### src/rtl/glitch_pulse_gen.sv
// Burst glitch generator: one armed rising edge of trigger_in produces a programmed
// train of pulse_count pulses (pulse_width high, pulse_gap low) on glitch_out.
module glitch_pulse_gen #(
  parameter int unsigned CNT_W = 16,
  parameter int unsigned NUM_W = 8
) (
  input  logic             clk,
  input  logic             rst_n,
  input  logic             trigger_in,
  input  logic [CNT_W-1:0] pulse_width,
  input  logic [CNT_W-1:0] pulse_gap,
  input  logic [NUM_W-1:0] pulse_count,
  input  logic             set_config,
  input  logic             arm,
  input  logic             abort,
  output logic             armed,
  output logic             busy,
  output logic             done,
  output logic             glitch_out
);

  typedef enum logic [2:0] {
    IDLE,
    ARMED,
    PULSE,
    GAP,
    DONE
  } state_t;

  state_t state, state_next;

  logic             trig_q;
  logic             rise;
  logic             cfg_en;

  logic [CNT_W-1:0] cfg_width;
  logic [CNT_W-1:0] cfg_gap;
  logic [NUM_W-1:0] cfg_count;

  logic [CNT_W-1:0] width_cnt, width_cnt_next;
  logic [CNT_W-1:0] gap_cnt, gap_cnt_next;
  logic [NUM_W-1:0] remaining, remaining_next;

  assign rise   = trigger_in & ~trig_q;
  assign cfg_en = set_config & ((state == IDLE) | (state == ARMED));

  // Trigger history is tracked in every state, so a level that is already high
  // when the block arms never looks like a fresh edge.
  always_ff @(posedge clk) begin
    if (!rst_n) begin
      trig_q <= 1'b0;
    end else begin
      trig_q <= trigger_in;
    end
  end

  always_ff @(posedge clk) begin
    if (!rst_n) begin
      cfg_width <= CNT_W'(1);
      cfg_gap   <= CNT_W'(1);
      cfg_count <= '0;
    end else if (cfg_en) begin
      cfg_width <= (pulse_width == '0) ? CNT_W'(1) : pulse_width;
      cfg_gap   <= (pulse_gap == '0) ? CNT_W'(1) : pulse_gap;
      cfg_count <= pulse_count;
    end
  end

  always_ff @(posedge clk) begin
    if (!rst_n) begin
      state     <= IDLE;
      width_cnt <= '0;
      gap_cnt   <= '0;
      remaining <= '0;
    end else begin
      state     <= state_next;
      width_cnt <= width_cnt_next;
      gap_cnt   <= gap_cnt_next;
      remaining <= remaining_next;
    end
  end

  // Counters run down to 1 rather than 0 so the full range of each field is usable.
  always_comb begin
    state_next     = state;
    width_cnt_next = width_cnt;
    gap_cnt_next   = gap_cnt;
    remaining_next = remaining;
    if (abort && (state != IDLE)) begin
      state_next = IDLE;
    end else begin
      unique case (state)
        IDLE: begin
          if (arm) state_next = ARMED;
        end
        ARMED: begin
          if (rise) begin
            if (cfg_count != '0) begin
              state_next     = PULSE;
              width_cnt_next = cfg_width;
              remaining_next = cfg_count;
            end else begin
              state_next = DONE;
            end
          end
        end
        PULSE: begin
          if (width_cnt == CNT_W'(1)) begin
            if (remaining == NUM_W'(1)) begin
              state_next = DONE;
            end else begin
              state_next     = GAP;
              remaining_next = remaining - NUM_W'(1);
              gap_cnt_next   = cfg_gap;
            end
          end else begin
            width_cnt_next = width_cnt - CNT_W'(1);
          end
        end
        GAP: begin
          if (gap_cnt == CNT_W'(1)) begin
            state_next     = PULSE;
            width_cnt_next = cfg_width;
          end else begin
            gap_cnt_next = gap_cnt - CNT_W'(1);
          end
        end
        DONE: begin
          state_next = IDLE;
        end
        default: begin
          state_next = IDLE;
        end
      endcase
    end
  end

  // Abort clears the outputs on the same edge the state returns to IDLE.
  always_ff @(posedge clk) begin
    if (!rst_n || abort) begin
      glitch_out <= 1'b0;
      armed      <= 1'b0;
      busy       <= 1'b0;
      done       <= 1'b0;
    end else begin
      glitch_out <= (state == PULSE);
      armed      <= (state == ARMED);
      busy       <= (state == PULSE) || (state == GAP);
      done       <= (state == DONE);
    end
  end

endmodule

### config.mk
export PLATFORM = sky130hd
export DESIGN_NAME = glitch_pulse_gen
export DESIGN_NICKNAME = d
export VERILOG_FILES = /design/src/rtl/glitch_pulse_gen.sv
export SDC_FILE = /design/constraint.sdc
export NUM_CORES = 1
export LEC_CHECK = 0
export CORE_MARGIN = 3
export CORE_UTILIZATION = 35
export DETAILED_ROUTE_END_ITERATION = 10
export GPL_TIMING_DRIVEN = 0
export HOLD_SLACK_MARGIN = 0.03
export SLEW_MARGIN = 0
export SYNTH_ARGS = -nofsm -noshare
export SYNTH_HDL_FRONTEND = slang
export SYNTH_SLANG_ARGS = --single-unit
### constraint.sdc
create_clock -name clk -period 2.2 [get_ports clk]
set_input_delay 0.22 -clock clk [delete_from_list [all_inputs] [get_ports clk]]
set_output_delay 0.22 -clock clk [all_outputs]
set_load 0.01 [all_outputs]
==> out/results.tsv, run 1 <==
metric	value	unit
status	finished with violations	
violations	negative setup slack	
clock_path_buffers	2	
setup_viol	1	
slowest_delay	0.64	ns
wl	13.9	mm
grt_pass1_vias	4194	
worst_pin_slew	0.736	ns
async_flop_share	0	%
grt_max_degree	14	
worstReg2RegEnd	width_cnt[9]$_SDFFE_PN0P_	
yosysSeqAreaShare	38.0	%
htreeDepth	3	
start_kind	flip-flop	
final_util	45.2	%
pre_cts_ws	-0.231	ns
timing.final.ws_setup	-0.0538	ns
p_per_area	1020	nW/um2
first_pass_iters	5	
drv_cap	0	
cts_root_buf	clkbuf_16	
antenna_found_initial	0	
grt_setup_unrepaired	true	
ys_top_cells_by_area	dfxtp_1 (38%), nand2_1 (14%), a21boi_0 (7.6%), nor2_1 (3.2%), clkbuf_1 (3.1%)	
postRouteAntennaNets	0	
vias_per_cell	5.36	
numCtsBuffers	9	
synth.distinct_cells	50	
yosysTopAreaCell	dfxtp_1	
reg2reg_slack	-0.05	ns
fmax	444	MHz
clkPwrFrac	24.5	%
reg2reg_depth	5	
finalPower	0.00590	W
overflow	0	
grt.total_usage	19.4	%
gp_congestion	0.920	
p_int	0.00359	W
crit_fanout	6	
hold_path_class	in -> reg	
finalCritPeriodShare	102	%
cts_tree	yes	
grt_pass1_wl	22.6	mm
crit_path_end_kind	flip-flop	
rows	41	
combinationalPowerShare	41.3	%
ys_seq_elements	88	
postSynthCellCount	620	
syn_avg_cell_area	7.47	um2
r2r-start	width_cnt[0]$_SDFFE_PN0P_	
n_fill_cell	1303	
die_y	121	um
drv_slew	0	
die-area	14700	um2
synth_top_cell_area_share	38.0	%
vias	4625	
final_layout_size_suffix_gt1_share	8.41	%
timing.critical_path.arrival	2.48	ns
critical_path.cell_chain	or4_1 -> or3_1 -> or4_1 -> a21oi_1 -> o22ai_1	
min_to	cfg_count[3]$_SDFFE_PN0P_	
numPlacedInstances	841	
synth_edf_count	0	
slew_headroom	51.0	%
ctsHoldBuffers	0	
core	12800	um2
clock_skew	0.00759	ns
ys.flop_type	dfxtp_1	
path_buf_inv	0	
hpwl	10.1	mm
pin_count	50	
syn_area	4630	um2
start_util	36.3	%
clock_insertion_delay_worst_skew	0.34	ns
p_leak	2.17	nW
postPlaceCellArea	5340	um2
cpLargestDelayFamily	simple AND/OR/NAND/NOR gates	
dieWidth	121	um
seqPwrFrac	34.1	%
cts_sinks	88	
crit_top_cell	or4_1	
holdPathStages	3	
instances_no_fill	863	
nets	738	
period_needed	2.25	ns
drc	0	
clkTransAtPathRegs	0.06	ns
peakVddDrop	0.480	mV
switching_power	0.00231	W
min_from	pulse_count[3]	
port_buffers	49	
critPathKind	reg -> reg	
drt_iter0_markers	591	
critPathSlowestCell	or4_1	
crit_required	2.42	ns
stdcell_area	5770	um2
areaGrowthSynthToFinish	24.6	%
yosys_warnings	0	
final-hold-violation-count	0	
drt-wirelength-per-cell	16.1	um
swShare	39.1	%
synth_fp_nets	672	
-- power by group through the flow --
stage,registers [W],clock network [W],logic (W)
after floorplan,0.00196,0,0.00165
after global placement,0.00200,0,0.00223
after detailed placement,0.00201,0,0.00223
after CTS,0.00199,0.00147,0.00231
after global routing,0.00204,0.00154,0.00271
final,0.00201,0.00145,0.00244
-- synthesized netlist by cell type, types with 2 or more instances --
cell,instances
buf_2,3
nor4_4,2
o41ai_1,4
ha_1,6
o211ai_1,18
o21ai_0,25
and2_1,3
dfxtp_1,88
o22ai_1,12
nor3_1,9
a21oi_1,25
nor3_2,2
nor4_1,16
buf_6,3
o21ai_1,4
o21a_1,2
nand4_1,3
or4_1,10
or3_1,6
o31a_1,2
a211o_1,3
nand2_1,178
mux2i_1,7
a22o_1,3
a21boi_0,47
o31ai_1,9
a311oi_1,2
clkbuf_1,38
nand2b_1,5
nand3b_1,4
nor3b_1,2
inv_1,9
nor2_1,39
nand3_1,13
nor2b_1,3
-- worst reg2reg max path, delay by kind of cell, from the launching register on --
family	cells	cell delay, ns
simple gates	3	1.43
flops	1	0.35
compound gates	2	0.35
-- worst max-delay path by stage --
stage | to | startpoint | cells past startpoint | slack (ns)
finish | width_cnt[9]$_SDFFE_PN0P_ | width_cnt[0]$_SDFFE_PN0P_ | 5 | -0.05
global route | width_cnt[9]$_SDFFE_PN0P_ | width_cnt[0]$_SDFFE_PN0P_ | 5 | -0.14
CTS | gap_cnt[0]$_SDFFE_PN0P_ | remaining[2]$_SDFFE_PN0P_ | 7 | 0.003
detailed placement | gap_cnt[2]$_SDFFE_PN0P_ | remaining[2]$_SDFFE_PN0P_ | 6 | -0.23
global placement | gap_cnt[13]$_SDFFE_PN0P_ | remaining[2]$_SDFFE_PN0P_ | 6 | -0.23
floorplan | width_cnt[14]$_SDFFE_PN0P_ | width_cnt[0]$_SDFFE_PN0P_ | 8 | 0.07
-- cell usage in the layout (no fill, tap or decap), types with 4 or more instances in the layout --
cell type | Yosys | layout
clkbuf_1 | 38 | 28
nor4_1 | 16 | 12
nand3b_1 | 4 | 4
ha_1 | 6 | 6
or4_1 | 10 | 10
a21oi_1 | 25 | 25
or3_1 | 6 | 6
nand3_1 | 13 | 12
nand2_1 | 178 | 177
a21boi_0 | 47 | 47
nor4_4 | 2 | 4
inv_1 | 9 | 9
o21ai_1 | 4 | 5
o41ai_1 | 4 | 4
clkdlybuf4s50_1 | 0 | 49
o22ai_1 | 12 | 12
nand2b_1 | 5 | 5
dfxtp_1 | 88 | 86
nor2_1 | 39 | 38
clkbuf_2 | 0 | 10
o21ai_0 | 25 | 24
nor3_1 | 9 | 8
mux2i_1 | 7 | 7
o211ai_1 | 18 | 18
o31ai_1 | 9 | 9
clkbuf_16 | 0 | 9
buf_4 | 1 | 9
-- what timing repair did --
action,4_1_cts,5_1_grt
setup buffers,1,6
endpoints found under the hold margin,0,0
setup endpoints to repair,31,68
pin swaps,3,8
gates resized for setup,8,33
-- sequential cells by signal, indices dropped and copies added, names as in the netlist --
signal	flops
cfg_width	16
state	3
glitch_out	1
width_cnt	16
trig_q	1
gap_cnt	16
cfg_gap	16
done	1
remaining	8
cfg_count	8
armed	1
busy	1
-- layout make-up --
cell class                 count  area, um2  area share, %
timing repair buffer          56        543           9.41
sequential                    88       1760           30.6
clock buffer                  12        256           4.44
tap                          172        215           3.73
clock inverter                 3       17.5          0.303
buffer                        44        210           3.64
inverter                       9       33.8          0.585
multi-input combinational    478       2730           47.3
antenna                        1       2.50         0.0433
-- per-layer routing --
metal,vias to the layer above,GRT usage (%),part of all wire (%)
met3,13,3.31,6.3
met2,155,28.7,42
met5,-,0,0
li1,2312,-,-
met1,2145,28.4,50
met4,0,6.52,1.3
-- through the flow --
step / TNS (ns) / hold slack [ns]
after floorplan: 0 / 0.342
after global placement: -3.06 / 0.453
after detailed placement: -3.00 / 0.459
after CTS: 0 / 0.426
after global routing: -0.154 / 0.449
final: -0.0538 / 0.441
-- logic make-up (layout without fill, tap and decap cells) --
group                    after synthesis  count (layout)  synth area share, %
AO/OA/AOI/OAI                        163             163                 23.6
adder cells (fa/ha/maj)                6               6                 1.62
buffers and inverters                 54             124                 5.02
flip-flops                            88              88                 38.0
multiplexers                           7               7                 1.51
other                                  0               1                    0
AND/OR/NAND/NOR                      302             302                 30.2
Note: power is estimated with default switching activity, not from simulation.
==> run 2, diff against run 1 <==
--- a/config.mk
+++ b/config.mk
@@ -5,11 +5,13 @@
 export SDC_FILE = /design/constraint.sdc
 export NUM_CORES = 1
 export LEC_CHECK = 0
-export CORE_MARGIN = 3
+export ABC_CLOCK_PERIOD_IN_PS = 2200
+export CORE_MARGIN = 2
 export CORE_UTILIZATION = 35
 export DETAILED_ROUTE_END_ITERATION = 10
 export GPL_TIMING_DRIVEN = 0
 export HOLD_SLACK_MARGIN = 0.03
+export REMOVE_ABC_BUFFERS = 1
 export SLEW_MARGIN = 0
 export SYNTH_ARGS = -nofsm -noshare
 export SYNTH_HDL_FRONTEND = slang
==> run 2 against run 1 <==
Against the previous run:
- the flow now finishes without violations
- fmax increased by 5.3%
- cell area increased by 1.2%
- clock skew increased by 0.00055 ns
- clock power increased by 4%
- sequential power increased by 3%
- critical endpoint is now width_cnt[0]$_SDFFE_PN0P_
- non-clock buffer count decreased by 29
- die area decreased by 3.3%
- first-iteration DRC count decreased by 54%
- critical path depth increased by 1
==> out/results.tsv, run 2 (same netlist as run 1, synthesis figures left out) <==
metric	value	unit	change
drv_slew	0		unchanged
wl_met2	5.58	mm	was 5.90 mm
setup_viol	0		was 1
final_layout_size_suffix_gt1_share	11.7	%	was 8.41%
antenna_found_initial	0		unchanged
combinationalPowerShare	41.2	%	was 41.3%
die_y	119	um	was 121 um
rows	42		was 41
instances_no_fill	841		was 863
cts_tree	yes		unchanged
clkPwrFrac	24.7	%	was 24.5%
final_util	44.6	%	was 45.2%
numCtsBuffers	9		unchanged
clock_insertion_delay_worst_skew	0.34	ns	about the same
critPathKind	reg -> reg		unchanged
pin_count	50		unchanged
seqCellArea	1780	um2	was 1760 um2
drv_cap	0		unchanged
clock_skew	0.00815	ns	was 0.00759 ns
port_buffers	49		unchanged
seqPwrFrac	34.1	%	about the same
start_kind	flip-flop		unchanged
hpwl	7.23	mm	was 10.1 mm
slew_headroom	45.4	%	was 51.0%
dieWidth	119	um	was 121 um
p_per_area	1050	nW/um2	was 1020 nW/um2
swShare	37.8	%	was 39.1%
crit_fanout	6		unchanged
drt-wirelength-per-cell	14.5	um	was 16.1 um
p_int	0.00380	W	was 0.00359 W
grt_max_degree	86		was 14
vias_per_cell	5.32		was 5.36
met3_length	454	um	was 881 um
numPlacedInstances	802		was 841
peakVddDrop	0.460	mV	was 0.480 mV
overflow	0		unchanged
finalCritPeriodShare	97.3	%	was 102%
clock_path_buffers	2		unchanged
cts_sinks	88		unchanged
core	13100	um2	was 12800 um2
grt_pass1_vias	4194		unchanged
gp_congestion	0.776		was 0.920
met1_length	5.94	mm	was 6.93 mm
nets	713		was 738
start_util	35.4	%	was 36.3%
vias	4472		was 4625
hold_path_class	in -> reg		unchanged
switching_power	0.00231	W	about the same
fmax	467	MHz	was 444 MHz
crit_required	2.43	ns	was 2.42 ns
p_leak	2.18	nW	was 2.17 nW
timing.critical_path.arrival	2.37	ns	was 2.48 ns
die-area	14200	um2	was 14700 um2
areaGrowthSynthToFinish	26.1	%	was 24.6%
first_pass_iters	4		was 5
status	completed		was finished with violations
postRouteAntennaNets	0		unchanged
n_fill_cell	1299		was 1303
finalPower	0.00611	W	was 0.00590 W
multi_input_area	2830	um2	was 2730 um2
layout_commonest_cell	nand2_1		unchanged
final_cell_mix	nand2_1 (175), dfxtp_1 (78), clkdlybuf4s50_1 (48)		was nand2_1 (177), dfxtp_1 (86), clkdlybuf4s50_1 (49)
clkTransAtPathRegs	0.06	ns	about the same
final-hold-violation-count	0		unchanged
drt_iter0_markers	273		was 591
worst_pin_slew	0.819	ns	was 0.736 ns
wl	12.2	mm	was 13.9 mm
period_needed	2.14	ns	was 2.25 ns
crit_path_end_kind	flip-flop		unchanged
whs	0.281	ns	was 0.441 ns
ctsHoldBuffers	0		unchanged
top_layer	met4		unchanged
diodes	0		was 1
htreeDepth	3		unchanged
grt.total_usage	16.5	%	was 19.4%
cts_root_buf	clkbuf_16		unchanged
grt_pass1_wl	19.4	mm	was 22.6 mm
drc	0		unchanged
[run 2: cell types whose count changed in the layout (fill, tap and decap cells not counted), sizes merged]
cell,previous run,this run
nand4,4,5
nand3b,4,5
clkdlybuf4s50,49,48
clkinv,2,3
buf,14,23
bufinv,0,1
clkbuf,49,11
or3,6,8
clkinvlp,1,0
diode,1,0
[run 2: through the flow]
step	instance area, um2	worst slack [ns]	setup TNS (ns)
after global placement	5140	-1.82	-120.83
after floorplan	4430	-0.504	-10.53
after global routing	5840	-0.0146	-0.0324
after CTS	5630	-0.126	-0.126
after detailed placement	5190	-1.27	-34.32
final	5840	0.0588	0
[run 2: cell type report]
class                   count  area share [%]
multi-input cells         482            48.4
flip-flops and latches     88            30.4
repair buffers             71            11.9
clock buffers              11            4.16
well taps                 176            3.77
clock inverters             4           0.771
inverters                   9           0.578
[run 2: final timing paths]
path | startpoint | to | slack, ns | cells past startpoint
hold reg to reg | remaining[7]$_SDFFE_PN0P_ | remaining[7]$_SDFFE_PN0P_ | 0.46 | 2
setup / recovery | gap_cnt[14]$_SDFFE_PN0P_ | width_cnt[0]$_SDFFE_PN0P_ | 0.06 | 6
setup reg to reg | gap_cnt[14]$_SDFFE_PN0P_ | width_cnt[0]$_SDFFE_PN0P_ | 0.06 | 6
hold / removal | rst_n | gap_cnt[12]$_SDFFE_PN0P_ | 0.28 | 3
[run 2: worst max-delay path, cell delays in order, from the launching register on]
cell and delay (ns):
dfxtp_1 0.34, nor4_4 0.39, nand2b_2 0.14, o21a_4 0.26, or3_4 0.44, and2_0 0.17, o31a_1 0.29
[run 2: per-layer routing]
metal	GRT usage (%)	up-vias
li1	-	2267
met1	22.5	2116
met2	26.3	75
met3	1.77	14
met4	7.37	0
met5	0	-
[run 2: timing repair]
action / 4_1_cts / 5_1_grt
resized for setup: 16 / 31
gates cloned: 2 / 2
setup endpoints to repair: 78 / 35
pin swaps: 5 / 12
buffers inserted: 9 / 11
[run 2: power by group through the flow]
stage	Sequential (W)	Combinational [W]	Clock, W
2_1_floorplan	0.00199	0.00144	0
3_3_place_gp	0.00204	0.00194	0
3_5_place_dp	0.00205	0.00199	0
4_1_cts	0.00204	0.00215	0.00155
5_1_grt	0.00212	0.00280	0.00159
6_report	0.00208	0.00252	0.00151
==> run 3, diff against run 2 <==
--- a/config.mk
+++ b/config.mk
@@ -5,7 +5,7 @@
 export SDC_FILE = /design/constraint.sdc
 export NUM_CORES = 1
 export LEC_CHECK = 0
-export ABC_CLOCK_PERIOD_IN_PS = 2200
+export ABC_CLOCK_PERIOD_IN_PS = 2390
 export CORE_MARGIN = 2
 export CORE_UTILIZATION = 35
 export DETAILED_ROUTE_END_ITERATION = 10
==> constraint.sdc (replaced) <==
create_clock -name clk -period 2.39 [get_ports clk]
set_input_delay 0.239 -clock clk [delete_from_list [all_inputs] [get_ports clk]]
set_output_delay 0.239 -clock clk [all_outputs]
set_load 0.01 [all_outputs]
==> run 3 against run 2 <==
Against the previous run:
- clock-buffer cell count stayed put
- hold slack better by 0.025 ns
- critical endpoint unchanged
- largest power group unchanged
- power decreased by 13%
- critical path depth is the same
- via count is 1.1% lower
- register-to-register slack about the same
- sequential power fell by 9%
- worst setup slack better by 0.010 ns
- routed wire length is 2.5% lower
- global-route usage hardly changed
- first-iteration DRC count rose by 2.6%
==> out/results.tsv, run 3 (same netlist as run 1, synthesis figures left out) <==
metric	value	unit	change
vias	4425		was 4472
overflow	0		unchanged
p_leak	2.12	nW	was 2.18 nW
numCtsBuffers	9		unchanged
crit_path_end_kind	flip-flop		unchanged
clock_path_buffers	2		unchanged
grt.met2_usage	26.1	%	was 26.3%
status	completed		unchanged
layout_commonest_cell	nand2_1		unchanged
grt_setup_unrepaired	false		
cts_sinks	88		unchanged
final-hold-violation-count	0		unchanged
worst_pin_slew	0.767	ns	was 0.819 ns
core	13100	um2	unchanged
grt.total_usage	16.5	%	about the same
critPathSlowestCell	or3_4		unchanged
crit_fanout	14		was 6
antenna_found_initial	0		unchanged
cts_tree	yes		unchanged
start_kind	flip-flop		unchanged
die_y	119	um	unchanged
peakVddDrop	0.437	mV	was 0.460 mV
grt_max_degree	86		unchanged
finalCritPeriodShare	97.1	%	was 97.3%
wl	11.9	mm	was 12.2 mm
postPlaceCellArea	5190	um2	unchanged
port_buffers	49		unchanged
setup_viol	0		unchanged
fmax	431	MHz	was 467 MHz
rows	42		unchanged
ctsHoldBuffers	0		unchanged
p_per_area	937	nW/um2	was 1050 nW/um2
critical_path.cell_chain	nor4_4 -> nand4_2 -> o21a_1 -> or3_4 -> and2_0 -> o31a_1		was nor4_4 -> nand2b_2 -> o21a_4 -> or3_4 -> and2_0 -> o31a_1
nets	706		was 713
whs	0.306	ns	was 0.281 ns
final_layout_size_suffix_gt1_share	8.51	%	was 11.7%
timing.critical_path.arrival	2.55	ns	was 2.37 ns
dieWidth	119	um	unchanged
hpwl	7.23	mm	unchanged
grt_pass1_vias	4194		unchanged
final_cell_mix	nand2_1 (175), dfxtp_1 (85), clkdlybuf4s50_1 (48)		was nand2_1 (175), dfxtp_1 (78), clkdlybuf4s50_1 (48)
start_util	35.4	%	unchanged
drt-wirelength-per-cell	14.2	um	was 14.5 um
drt_iter0_markers	280		was 273
areaGrowthSynthToFinish	22.8	%	was 26.1%
grt_pass1_wl	19.4	mm	about the same
vias_per_cell	5.31		was 5.32
clock_insertion_delay_worst_skew	0.34	ns	about the same
clkTransAtPathRegs	0.07	ns	was 0.06 ns
cts_root_buf	clkbuf_16		unchanged
die-area	14200	um2	unchanged
final_util	43.5	%	was 44.6%
drv_slew	0		unchanged
numPlacedInstances	802		unchanged
path_buf_inv	0		unchanged
critPathKind	reg -> reg		unchanged
stdcell_area	5690	um2	was 5840 um2
clock_skew	0.00857	ns	was 0.00815 ns
period_needed	2.32	ns	was 2.14 ns
drc	0		unchanged
hold_path_class	in -> reg		unchanged
slew_headroom	48.7	%	was 45.4%
met3_usage	1.82	%	was 1.77%
slowest_delay	0.52	ns	was 0.44 ns
first_pass_iters	5		was 4
use_met1	22.3	%	was 22.5%
htreeDepth	3		unchanged
cpLargestDelayFamily	simple AND/OR/NAND/NOR gates		unchanged
setup_tns	0	ns	unchanged
gp_congestion	0.776		unchanged
pin_count	50		unchanged
busiest_layer	met2		unchanged
instances_no_fill	834		was 841
drv_cap	0		unchanged
postRouteAntennaNets	0		unchanged
diodes	0		unchanged
crit_required	2.62	ns	was 2.43 ns
## run 3: cell types whose count changed in the layout (fill, tap and decap cells not counted), sizes merged
cell / before / now
buf: 23 / 17
or3: 8 / 7
## run 3: cell type report
| type | instances | area (um2) |
|---|---|---|
| clock buffer | 11 | 243 |
| clock inverter | 4 | 45.0 |
| tap | 176 | 220 |
| sequential | 88 | 1770 |
| timing repair buffer | 65 | 636 |
| inverter | 9 | 33.8 |
| multi-input combinational | 481 | 2750 |
| fill | 1316 | 7400 |
## run 3: per-stage QoR
stage          total power, W  setup WS [ns]
3_3_place_gp          0.00366          -1.65
2_1_floorplan         0.00316         -0.314
5_1_grt               0.00569        0.00733
3_5_place_dp          0.00372          -1.08
4_1_cts               0.00524         0.0147
6_report              0.00533         0.0692
## run 3: path summary, 6_finish.rpt
path | from | cells past startpoint | slack [ns] | to
setup / recovery | gap_cnt[8]$_SDFFE_PN0P_ | 6 | 0.07 | width_cnt[0]$_SDFFE_PN0P_
hold / removal | rst_n | 3 | 0.31 | gap_cnt[13]$_SDFFE_PN0P_
setup reg to reg | gap_cnt[8]$_SDFFE_PN0P_ | 6 | 0.07 | width_cnt[0]$_SDFFE_PN0P_
hold reg to reg | remaining[7]$_SDFFE_PN0P_ | 2 | 0.46 | remaining[7]$_SDFFE_PN0P_
## run 3: report_power, final
group	internal (W)	switching [W]	total, W
clock	0.000828	0.000562	0.00139
sequential	0.00166	0.000232	0.00189
combinational	0.000808	0.00124	0.00205
total	0.00330	0.00203	0.00533
## run 3: tightest hold or removal path: cells and delay by family
family          cells  cell delay (ns)
simple gates        1             0.08
compound gates      1             0.06
buf+inv             1             0.21
## run 3: metal layers
layer  up-vias  wire length (um)
met3        15               397
met4         0               203
li1       2252                 -
met1      2075              5840
met2        83              5410
met5         -                 0
## run 3: timing repair
action / CTS / global route
gates resized for setup: 9 / 11
cloned: 2 / 1
pin swaps: 5 / 6
setup buffers: 8 / 6
endpoints found under the setup margin: 38 / 28
